--- config.mk ---
export PLATFORM = sky130hd
export DESIGN_NAME = i2c_cont_arbiter
export DESIGN_NICKNAME = d
export VERILOG_FILES = /design/src/rtl/i2c_arb_pkg.sv /design/src/rtl/rr_arbiter.sv /design/src/rtl/i2c_cont_arbiter.sv
export SDC_FILE = /design/constraint.sdc
export NUM_CORES = 1
export LEC_CHECK = 0
export CORE_UTILIZATION = 46
export CTS_CLUSTER_SIZE = 8
export DETAILED_ROUTE_END_ITERATION = 7
export PLACE_DENSITY = 0.81
export SETUP_SLACK_MARGIN = 0.02
export SLEW_MARGIN = 40
export SYNTH_ARGS = -nofsm -noshare
export SYNTH_HDL_FRONTEND = slang
export SYNTH_HIERARCHICAL = 1
export SYNTH_SLANG_ARGS = --single-unit
--- constraint.sdc ---
create_clock -name clk -period 4.7 [get_ports clk]
set_input_delay 0.47 -clock clk [delete_from_list [all_inputs] [get_ports clk]]
set_output_delay 0.47 -clock clk [all_outputs]
set_load 0.005 [all_outputs]
--- src/rtl/i2c_arb_pkg.sv ---
// Shared types and widths for the I2C controller arbiter.
package i2c_arb_pkg;
  localparam int ADDR_W = 8;
  localparam int DATA_W = 8;

  typedef enum logic [2:0] {
    IDLE,
    ISSUE,
    WAIT_BUSY,
    WAIT_DONE,
    REPORT
  } state_e;
endpackage

--- src/rtl/rr_arbiter.sv ---
// Combinational round-robin picker: first set request strictly after the
// pointer, wrapping modulo N_REQ.
module rr_arbiter #(
  parameter int N_REQ = 4,
  localparam int PW = $clog2(N_REQ)
) (
  input  logic [N_REQ-1:0] req_i,
  input  logic [PW-1:0]    ptr_i,
  output logic [N_REQ-1:0] gnt_o,
  output logic [PW-1:0]    idx_o,
  output logic             valid_o
);

  logic          found;
  logic [PW-1:0] cand;

  always_comb begin
    gnt_o = '0;
    idx_o = '0;
    found = 1'b0;
    cand  = '0;
    for (int k = 1; k <= N_REQ; k++) begin
      cand = PW'((int'(ptr_i) + k) % N_REQ);
      if (!found && req_i[cand]) begin
        gnt_o[cand] = 1'b1;
        idx_o       = cand;
        found       = 1'b1;
      end
    end
    valid_o = found;
  end

endmodule

--- src/rtl/i2c_cont_arbiter.sv ---
// Round-robin front end sharing one I2C controller between N_REQ requesters,
// with per-transaction timeout supervision and done/err reporting.
module i2c_cont_arbiter
  import i2c_arb_pkg::*;
#(
  parameter int N_REQ          = 4,
  parameter int TIMEOUT_CYCLES = 100000,
  localparam int TO_W          = $clog2(TIMEOUT_CYCLES + 1)
) (
  input  logic                    clk,
  input  logic                    rst,
  input  logic [N_REQ-1:0]        req,
  input  logic [N_REQ-1:0]        req_rw,
  input  logic [N_REQ*ADDR_W-1:0] req_addr,
  input  logic [N_REQ*DATA_W-1:0] req_data,
  output logic [N_REQ-1:0]        gnt,
  output logic [N_REQ-1:0]        done,
  output logic [N_REQ-1:0]        err,
  output logic                    timeout,
  output logic                    busy,
  output logic                    cont_start,
  output logic                    cont_rw,
  output logic [ADDR_W-1:0]       cont_address,
  output logic [DATA_W-1:0]       cont_data_in,
  input  logic                    cont_ready,
  input  logic                    cont_error
);

  localparam int            PW     = $clog2(N_REQ);
  localparam logic [TO_W-1:0] TO_MAX = TO_W'(TIMEOUT_CYCLES);

  state_e              state_q, state_d;
  logic [PW-1:0]       ptr_q, ptr_d;
  logic [PW-1:0]       gidx_q, gidx_d;
  logic [N_REQ-1:0]    gnt_q, gnt_d;
  logic                rw_q, rw_d;
  logic [ADDR_W-1:0]   addr_q, addr_d;
  logic [DATA_W-1:0]   data_q, data_d;
  logic [TO_W-1:0]     cnt_q, cnt_d;
  logic                errf_q, errf_d;
  logic                tof_q, tof_d;

  logic [N_REQ-1:0]    arb_gnt;
  logic [PW-1:0]       arb_idx;
  logic                arb_valid;
  logic [TO_W-1:0]     cnt_inc;
  logic                report;

  rr_arbiter #(.N_REQ(N_REQ)) u_rr (
    .req_i   (req),
    .ptr_i   (ptr_q),
    .gnt_o   (arb_gnt),
    .idx_o   (arb_idx),
    .valid_o (arb_valid)
  );

  // Saturating so a stuck wait never wraps back below the limit.
  assign cnt_inc = (cnt_q == '1) ? cnt_q : cnt_q + TO_W'(1);

  always_comb begin
    state_d = state_q;
    ptr_d   = ptr_q;
    gidx_d  = gidx_q;
    gnt_d   = gnt_q;
    rw_d    = rw_q;
    addr_d  = addr_q;
    data_d  = data_q;
    cnt_d   = cnt_q;
    errf_d  = errf_q;
    tof_d   = tof_q;
    case (state_q)
      IDLE: begin
        if (arb_valid && cont_ready) begin
          gnt_d   = arb_gnt;
          gidx_d  = arb_idx;
          rw_d    = req_rw[arb_idx];
          addr_d  = req_addr[arb_idx*ADDR_W +: ADDR_W];
          data_d  = req_data[arb_idx*DATA_W +: DATA_W];
          state_d = ISSUE;
        end
      end
      ISSUE: begin
        cnt_d   = '0;
        errf_d  = 1'b0;
        tof_d   = 1'b0;
        state_d = WAIT_BUSY;
      end
      WAIT_BUSY: begin
        if (!cont_ready) begin
          cnt_d   = '0;
          state_d = WAIT_DONE;
        end else if (cnt_q >= TO_MAX) begin
          tof_d   = 1'b1;
          state_d = REPORT;
        end else begin
          cnt_d = cnt_inc;
        end
      end
      WAIT_DONE: begin
        if (cont_ready) begin
          errf_d  = cont_error;
          state_d = REPORT;
        end else if (cnt_q >= TO_MAX) begin
          tof_d   = 1'b1;
          state_d = REPORT;
        end else begin
          cnt_d = cnt_inc;
        end
      end
      REPORT: begin
        ptr_d   = gidx_q;
        gnt_d   = '0;
        state_d = IDLE;
      end
      default: state_d = IDLE;
    endcase
  end

  always_ff @(posedge clk or negedge rst) begin
    if (!rst) begin
      state_q <= IDLE;
      ptr_q   <= PW'(N_REQ - 1);
      gidx_q  <= '0;
      gnt_q   <= '0;
      rw_q    <= 1'b0;
      addr_q  <= '0;
      data_q  <= '0;
      cnt_q   <= '0;
      errf_q  <= 1'b0;
      tof_q   <= 1'b0;
    end else begin
      state_q <= state_d;
      ptr_q   <= ptr_d;
      gidx_q  <= gidx_d;
      gnt_q   <= gnt_d;
      rw_q    <= rw_d;
      addr_q  <= addr_d;
      data_q  <= data_d;
      cnt_q   <= cnt_d;
      errf_q  <= errf_d;
      tof_q   <= tof_d;
    end
  end

  // Status pulses decode straight from state so reset clears them at once.
  assign report       = (state_q == REPORT);
  assign gnt          = gnt_q;
  assign done         = report ? gnt_q : '0;
  assign err          = (report && (errf_q || tof_q)) ? gnt_q : '0;
  assign timeout      = report && tof_q;
  assign busy         = (state_q != IDLE);
  assign cont_start   = (state_q == ISSUE);
  assign cont_rw      = rw_q;
  assign cont_address = addr_q;
  assign cont_data_in = data_q;

endmodule

After elaboration in Yosys (flattened, before gate mapping). Cells that the tools add are included.

Register bits after elaboration: 47. Input port bits: 76. Output and inout bits: 32. Word-level logic and storage cells: 113.

Add/subtract/negate cells: 5. Magnitude comparators: 10. Eq/ne operators: 9. Shifts and indexed selects: 2. Muxes and demuxes: 50. Bitwise operators: 3. Reduce and logical (&&, ||, !) cells: 24.

Operators with widths (count): $mux 17 (4); $shiftx 32x6->8 (2); $pmux 17 s3 (1); $mux 4 (7); $add 17x1->17 const B (1); $eq 17x17->1 const B (1); $ge 17x17->1 const B (1); $mux 1 (17); $lt 2x3->1 const B (5); $mux 3 (4); $or 4x4->4 (3); $pmux 3 s4 (1); $bmux 1 s2 (5); $logic_and 1x1->1 (10); $demux 1 s2 (4); $ge 2x1->1 const B (4); $mux 2 (4); $ne 2x2->1 const B (4); $pmux 4 s2 (1); $reduce_and 2->1 (4); $eq 3x2->1 const B (2); $reduce_bool 3->1 (2); $add 2x1->2 const B (2); $add 2x2->2 const B (2); other kinds (9) (12).

Logic depth before layout (Yosys ltp). Gate-level depths: netlist of run 1.

Word-level depth: 16. Gate-level depth with buffers: 12. Depth with buffers taken out: 8.

Cells and area by module. The synthesis of run 1 kept the hierarchy.

Modules (own cells, without submodules): i2c_cont_arbiter (times used 1, cells an instance 229, area an instance 2592.5 um^2, sequential area each 1178.6 um^2); rr_arbiter (times used 1, cells an instance 68, area an instance 525.5 um^2, sequential area each 0.0 um^2).

Least setup slack after synthesis of run 1. Ideal clock, no wire load.

Kind: flip-flop to flip-flop. Start point: register ptr_q[0]. End point: register data_q[5] (netlist: cont_data_in[5]). Setup time: 0.125 ns. Data arrival time: 3.413 ns. Data required time: 4.575 ns. Slack: 1.163 ns. Cell stages (with the launch flop): 13. Buffers on the path: 4. Period minus slack after synthesis: 3.537 ns. Cell sequence: dfstp_2 buf_4 inv_2 ha_1 buf_6 a21oi_2 nor3_1 nor2_2 o31a_1 clkbuf_1 clkbuf_1 mux4_2 mux2_2.

Elaborated cells on any way between the ends: 29. Those cells by class: add/sub (4); shift (1); mux (16); reduce/logical (8).

RTL lines: start, declared (line i2c_cont_arbiter.sv:33) `logic [PW-1:0] ptr_q, ptr_d;`; start signal, assigned (line i2c_cont_arbiter.sv:122) `ptr_q <= PW'(N_REQ - 1);`; start signal, assigned (line i2c_cont_arbiter.sv:133) `ptr_q <= ptr_d;`; $add 2x1->2 (line rr_arbiter.sv:23) `cand = PW'((int'(ptr_i) + k) % N_REQ);`; $bmux 1 s2 (line rr_arbiter.sv:24) `if (!found && req_i[cand]) begin`; $mux 1 (implied by the code) (line rr_arbiter.sv:24); $mux 1 (line rr_arbiter.sv:24); $logic_not 1->1 (line rr_arbiter.sv:24); $logic_and 1x1->1 (line rr_arbiter.sv:24); $mux 1 (line rr_arbiter.sv:24); $logic_not 1->1 (line rr_arbiter.sv:24); $logic_and 1x1->1 (line rr_arbiter.sv:24); $mux 1 (line rr_arbiter.sv:24); $logic_not 1->1 (line rr_arbiter.sv:24); $logic_and 1x1->1 (line rr_arbiter.sv:24); $mux 2 (*) (line rr_arbiter.sv:24); net arb_idx[0] (line i2c_cont_arbiter.sv:44) `logic [PW-1:0] arb_idx;`; $shiftx 32x6->8 (*) (line i2c_cont_arbiter.sv:78) `data_d = req_data[arb_idx*DATA_W +: DATA_W];`; end signal, assigned (line i2c_cont_arbiter.sv:138) `data_q <= data_d;`; end, declared (line i2c_cont_arbiter.sv:38) `logic [DATA_W-1:0] data_q, data_d;`.

The timed path passes the listed nets; every way through them passes the cells marked *. The select of a mux whose other input is x is not followed. A chain may end at the register's enable or synchronous reset.

Final worst setup path of run 1.
Start point: register ptr_q[0]. End point: register addr_q[7] (netlist: cont_address[7]).

Elaborated cells on any way between the ends: 29. Those cells by class: add/sub (4); shift (1); mux (16); reduce/logical (8).

RTL lines: $add 2x1->2 (line rr_arbiter.sv:23); $bmux 1 s2 (line rr_arbiter.sv:24); $mux 1 (implied by the code) (line rr_arbiter.sv:24); $mux 1 (line rr_arbiter.sv:24); $logic_not 1->1 (line rr_arbiter.sv:24); $logic_and 1x1->1 (line rr_arbiter.sv:24); $mux 1 (line rr_arbiter.sv:24); $logic_not 1->1 (line rr_arbiter.sv:24); $logic_and 1x1->1 (line rr_arbiter.sv:24); $mux 1 (line rr_arbiter.sv:24); $logic_not 1->1 (line rr_arbiter.sv:24); $logic_and 1x1->1 (line rr_arbiter.sv:24); $mux 2 (*) (line rr_arbiter.sv:24); net arb_idx[1] (line i2c_cont_arbiter.sv:44); $shiftx 32x6->8 (*) (line i2c_cont_arbiter.sv:77) `addr_d = req_addr[arb_idx*ADDR_W +: ADDR_W];`; end signal, assigned (line i2c_cont_arbiter.sv:137) `addr_q <= addr_d;`; end, declared (line i2c_cont_arbiter.sv:37) `logic [ADDR_W-1:0] addr_q, addr_d;`.

Marks and branches as above.

==> impl_metrics.tcl, run 1 <==
set metrics [dict create \
    dp_hpwl_um 5900 \
    crit_arrival_ns 3.53 \
    grtUsageTotal_pct 22.7 \
    rsz0062_at_grt "no" \
    met3_usage_pct 5.51 \
    status "complete, but fails checks" \
    ys.warnings.count 6 \
    gp_congestion 0.870 \
    dp_slack_ns 1.16 \
    core_mm2 0.00646 \
    finClkSkew_ns 0.00668 \
    die_w_um 84.3 \
    fin_nets 484 \
    cp.required_ns 4.88 \
    grt_pass1_vias 2834 \
    hold_class "input port to async pin" \
    final_cells 476 \
    max-cap-violations 0 \
    drt_iter0_markers 77 \
    dr.pass1.iters 6 \
    power_uw 2190 \
    setup_viol 0 \
    critical_path_class "register to register" \
    port_buffers 107 \
    met1_usage_pct 25.4 \
    crit_chain "inv_2 > ha_1 > a221oi_1 > a211oi_1 > o22a_1 > mux4_2 > mux2_2" \
    ctsHoldBuffers 0 \
    grt_start_max_net_pins 48 \
    synth_nets 383 \
    leakage_uw 0.00169 \
    synth_cell_types 55 \
    synthTopCellsByCount "dfrtp_1, nand2_1, mux2_2, nor2_1" \
    busiest_layer "met2" \
    ys_top_cells_by_area "dfrtp_1, mux4_2, mux2_2, nand2_1, ha_1" \
    synth_top_area_share_pct 36.1 \
    htree_levels 2 \
    start_util_pct 48.3 \
    via_per_inst 5.66 \
    placed_cells 468 \
    rr_worst_depth 7 \
    synth-main-ff-cell "dfrtp_1" \
    cts_made_buffers 5 \
    cts-root-buf "clkbuf_8" \
    vias 2695 \
    post-route-drc-count 2 \
    postSynth.asyncResetShare_pct 100 \
    critical_path.endpoint_type "register" \
    maxSlewHeadroom_pct 46.5 \
    clk-insertion-delay-late_ns 0.29 \
    final_hold_viol_count 0 \
    critical_path.top_delay_family "compound AO/OA/AOI/OAI gates" \
    synth_area_per_cell_um2 10.5 \
    clkTransAtPathRegs_ns 0.09 \
    die_height_um 84.3 \
    r2r-end "cont_address[7]" \
    worst-path-max-fanout 18 \
    grt_use_met2_pct 42.6 \
    fp.dieArea_mm2 0.00711 \
    max_freq_ghz 0.299 \
    netlist_instances 297 \
    ys_ff_latch 47 \
    powerDensity_mw_per_mm2 509 \
    finalMaxSlewViolations 0 \
    reg2reg_from "ptr_q[0]" \
    fin_crit_ns 3.34 \
    tns_ns 0 \
    post_cts_resized 0 \
    postCtsSetupBuffers 0 \
    violations "DRC" \
    path_buf_inv 1 \
    synth-edff-count 0 \
    io_pins 108 \
    critPathSlowestCell "dfstp_2" \
    synthesis.area_mm2 0.00312 \
    grt_first_pass_wirelength_um 12900 \
    fin_crit_sh_pct 71.2 \
    yosysMostFrequentCell "dfrtp_1" \
    cts_sinks 47 \
    grt-ovfl-total 0 \
    num-fill-cells 498 \
    cp_slowest_stage_delay_ns 0.76 \
    cts_tree "yes" \
    area_growth_pct 38.2 \
    ir_drop_v 0.000269 \
    antenna_cells 0 \
    tightest_slew_ns 0.802 \
    rows 29 \
    clockBufferDepth 2 \
    synth.largest_area_cell "dfrtp_1" \
    wl_per_cell_um 16.1 \
    detail-route-antenna-nets 0 \
    seq_area_frac_synth_pct 37.8 \
    wirelength_um 7680 \
    r2r_slack_ns 1.36 \
    antenna_found_initial 0 \
    start_kind "register" \
    drive_gt1_share_pct 15.8 \
    layout_setup_ws_ns 1.36 \
]
-- stage by stage --
stage | hold WS, ns | utilization (%) | cell area (um^2)
2_1_floorplan | 0.174 | - | 3120
3_3_place_gp | 0.485 | 65.2 | 4210
3_5_place_dp | 0.493 | 65.4 | 4220
4_1_cts | 0.192 | 66.7 | 4310
5_1_grt | 0.200 | 66.7 | 4310
6_report | 0.172 | 66.7 | 4310
-- sequential cells by signal, indices dropped and copies added (netlist names) --
name          count
cnt_q            17
cont_address      8
cont_data_in      8
cont_rw           1
errf_q            1
gidx_q            2
gnt               4
ptr_q             2
state_q           3
tof_q             1
-- cells by family (layout without fill, tap and decap cells) --
| group | after synthesis | after routing | synth area share [%] |
|---|---|---|---|
| muxes | 44 | 44 | 22.6 |
| adders and majority gates | 11 | 11 | 4.33 |
| DFF | 47 | 47 | 37.8 |
| AOI/OAI and AO/OA | 59 | 59 | 13.4 |
| and+or+nand+nor | 107 | 107 | 16.9 |
| xor gates and xnor gates | 4 | 4 | 1.12 |
| buffers and inverters | 25 | 127 | 3.93 |
-- how the worst max path moves through the flow --
stage	slack, ns	start	cells past startpoint	endpoint
after floorplan	1.16	ptr_q[0]	12	cont_data_in[5]
after global placement	1.27	req[2]	8	cont_data_in[6]
after detailed placement	1.16	req[2]	8	cont_address[7]
after CTS	1.33	ptr_q[0]	7	cont_address[7]
after global routing	1.20	ptr_q[0]	7	cont_address[7]
final	1.36	ptr_q[0]	7	cont_address[7]
-- routing by layer --
metal	routed length, um	vias to the layer above
met5	0	-
met1	2910	1299
li1	-	1291
met4	108	0
met3	471	11
met2	4190	94
-- power by group --
| part | switching (uW) | internal (uW) | leakage, uW |
|---|---|---|---|
| combinational | 545 | 726 | 0.00105 |
| sequential | 135 | 546 | 0.000597 |
| clock | 138 | 104 | 0.0000412 |
-- area by class of cell --
cell class	instances	area (um^2)	share of cell area (%)
well taps	77	96.3	2.24
repair buffers	109	1080	25.2
clock buffers	6	72.6	1.68
inverters	10	37.5	0.871
flip-flops and latches	47	1180	27.4
clock inverters	2	12.5	0.290
multi-input cells	225	1830	42.4
-- layout by cell type, fill, tap and decap left out, drive strengths merged, types with 2 or more instances in the layout --
cell type / synthesis / final
a221oi: 3 / 3
clkdlybuf4s50: 0 / 106
mux2i: 5 / 5
a211oi: 2 / 2
o21ai: 23 / 23
and2: 5 / 5
inv: 10 / 10
a21oi: 13 / 13
dfstp: 2 / 2
ha: 10 / 10
a221o: 4 / 4
and3: 7 / 7
nor2: 22 / 22
mux2: 21 / 21
xnor2: 2 / 2
nand4: 2 / 2
buf: 6 / 3
mux4: 18 / 18
dfrtp: 45 / 45
nand2: 34 / 34
a21boi: 3 / 3
or4: 3 / 3
or3: 10 / 10
o21a: 2 / 2
nand2b: 3 / 3
xor2: 2 / 2
nor3: 4 / 4
nor2b: 2 / 2
o22ai: 2 / 2
clkbuf: 9 / 6
nand3: 11 / 11
(Power assumes the default switching activity.)
==> inputs of run 2 (changes only) <==
--- a/config.mk
+++ b/config.mk
@@ -5,10 +5,10 @@
 export SDC_FILE = /design/constraint.sdc
 export NUM_CORES = 1
 export LEC_CHECK = 0
-export CORE_UTILIZATION = 46
+export CORE_UTILIZATION = 41
 export CTS_CLUSTER_SIZE = 8
 export DETAILED_ROUTE_END_ITERATION = 7
-export PLACE_DENSITY = 0.81
+export PLACE_DENSITY = 0.77
 export SETUP_SLACK_MARGIN = 0.02
 export SLEW_MARGIN = 40
 export SYNTH_ARGS = -nofsm -noshare
==> constraint.sdc (replaced) <==
create_clock -name clk -period 3.02 [get_ports clk]
set_input_delay 0.302 -clock clk [delete_from_list [all_inputs] [get_ports clk]]
set_output_delay 0.302 -clock clk [all_outputs]
set_load 0.005 [all_outputs]
==> run 2 against run 1 <==
The run ends with hold timing left. Setup slack lost 1.1 ns. Non-clock buffer count rose by 11. Routed wire length fell by 5.6%. First-iteration DRC count is 95% higher. Global-route usage fell by 3.1 points. Largest power group unchanged. Core utilization is 4.9 points lower. Sequential cell count did not move. Hold slack got worse by 0.19 ns. Design area is 4.5% higher. Clock-buffer cell count decreased by 1. Largest cell class unchanged. Clock skew shrank 0.0012 ns. Highest routed layer unchanged.
==> impl_metrics.tcl, run 2 (synthesis gave the netlist of run 1 again) <==
set metrics [dict create \
    detail-route-antenna-nets 0 \
    wirelength_um 7250 \
    rsz0062_at_grt "no" \
    port_buffers 107 \
    via_per_inst 5.32 \
    fin_nets 495 \
    antenna_found_initial 0 \
    antenna_cells 0 \
    placed_cells 501 \
    vias 2710 \
    finalMaxSlewViolations 0 \
    mostFrequentLayoutCells "clkdlybuf4s50_1, dfrtp_1, nand2_1" \
    grt-ovfl-total 0 \
    grt_start_max_net_pins 48 \
    critical_path.endpoint_type "register" \
    power_uw 3720 \
    finClkSkew_ns 0.00545 \
    largest_reg_flops 17 \
    status "complete, but fails checks" \
    ir_drop_v 0.000433 \
    cts_made_buffers 5 \
    cp.required_ns 3.23 \
    grt_first_pass_wirelength_um 12000 \
    final_cells 509 \
    maxSlewHeadroom_pct 53.1 \
    rows 31 \
    core_mm2 0.00729 \
    powerDensity_mw_per_mm2 827 \
    post-route-drc-count 0 \
    startpoint "ptr_q[1]" \
    wl_per_cell_um 14.2 \
    die_height_um 89.2 \
    clkTransAtPathRegs_ns 0.09 \
    cts-root-buf "clkbuf_8" \
    crit_chain "inv_1 > ha_1 > a21oi_2 > nor3_1 > nor2_2 > o31a_1 > buf_12 > mux4_2 > mux2_2" \
    dp_hpwl_um 5690 \
    cts_tree "yes" \
    clockBufferDepth 2 \
    violations "hold timing" \
    postCtsSetupBuffers 0 \
    clk-insertion-delay-late_ns 0.31 \
    max_freq_ghz 0.359 \
    die_w_um 89.2 \
    start_util_pct 42.8 \
    dr.pass1.iters 4 \
    largest-register "cnt_q" \
    grt_pass1_vias 2616 \
    fin_crit_sh_pct 92.3 \
    post_cts_resized 0 \
    grtUsageTotal_pct 19.6 \
    io_pins 108 \
    drive_gt1_share_pct 18.0 \
    max-cap-violations 0 \
    drt_iter0_markers 150 \
    layout_commonest_cell "clkdlybuf4s50_1" \
    htree_levels 2 \
    num-fill-cells 624 \
    crit_arrival_ns 2.99 \
    hold_class "input port to async pin" \
    cp_slowest_stage_delay_ns 0.67 \
    critical_path_class "register to register" \
    reg2reg_from "ptr_q[1]" \
    tns_ns 0 \
    gp_congestion 0.849 \
    tightest_slew_ns 0.701 \
    area_growth_pct 44.4 \
    setup_viol 0 \
    start_kind "register" \
    critPathSlowestCell "dfstp_2" \
    ctsHoldBuffers 0 \
    leakage_uw 0.00178 \
    fp.dieArea_mm2 0.00796 \
    fin_crit_ns 2.79 \
    worst-path-max-fanout 18 \
    cts_sinks 47 \
    final_hold_viol_count 45 \
    holdWs_ns -0.0181 \
]
run 2: power breakdown:
part / leakage [uW] / internal (uW) / switching (uW)
clock network: 0.0000703 / 336 / 233
logic: 0.00112 / 1240 / 879
registers: 0.000597 / 849 / 185
total: 0.00178 / 2430 / 1300
run 2: stage by stage:
step / cell area [um^2] / utilization, % / hold slack [ns] / setup slack, ns
5_1_grt: 4500 / 61.8 / 0.0241 / 0.110
3_3_place_gp: 4360 / 59.8 / 0.484 / 0.240
4_1_cts: 4500 / 61.8 / 0.00909 / 0.225
6_report: 4500 / 61.8 / -0.0181 / 0.231
2_1_floorplan: 3130 / - / 0.00641 / 0.0304
3_5_place_dp: 4360 / 59.8 / 0.350 / 0.194
run 2: worst paths after layout:
check                             endpoint  depth (start not counted)  slack, ns
max                        cont_data_in[1]                          9       0.23
min                                  tof_q                          1      -0.02
max reg2reg                cont_data_in[1]                          9       0.23
min reg2reg                cont_address[5]                          1       0.51
max in group asynchronous         cnt_q[3]                          1       2.65
min in group clk           cont_address[5]                          1       0.51
run 2: worst max-delay path: cells and delay by family (launching register included):
kind,cells,cell delay (ns)
buffers and inverters,2,0.38
adder cells (fa/ha/maj),1,0.39
AO/OA/AOI/OAI,2,0.32
AND/OR/NAND/NOR,2,0.13
flip-flops,1,0.67
multiplexers,2,0.79
run 2: per-layer routing:
layer	vias up	GRT usage, %	part of all wire, %
met5	-	0	0
met4	0	4.33	1.0
met3	10	8.22	11
met2	106	31.6	47
met1	1281	24.7	42
li1	1313	-	-
run 2: cell type report:
type                       count  area, um^2  area share (%)
clock buffer                   5        68.8            1.53
clock inverter                 3        71.3            1.58
inverter                      10        37.5           0.834
multi-input combinational    225        1820            40.4
sequential                    47        1180            26.2
tap                           99         124            2.75
timing repair buffer         120        1200            26.7
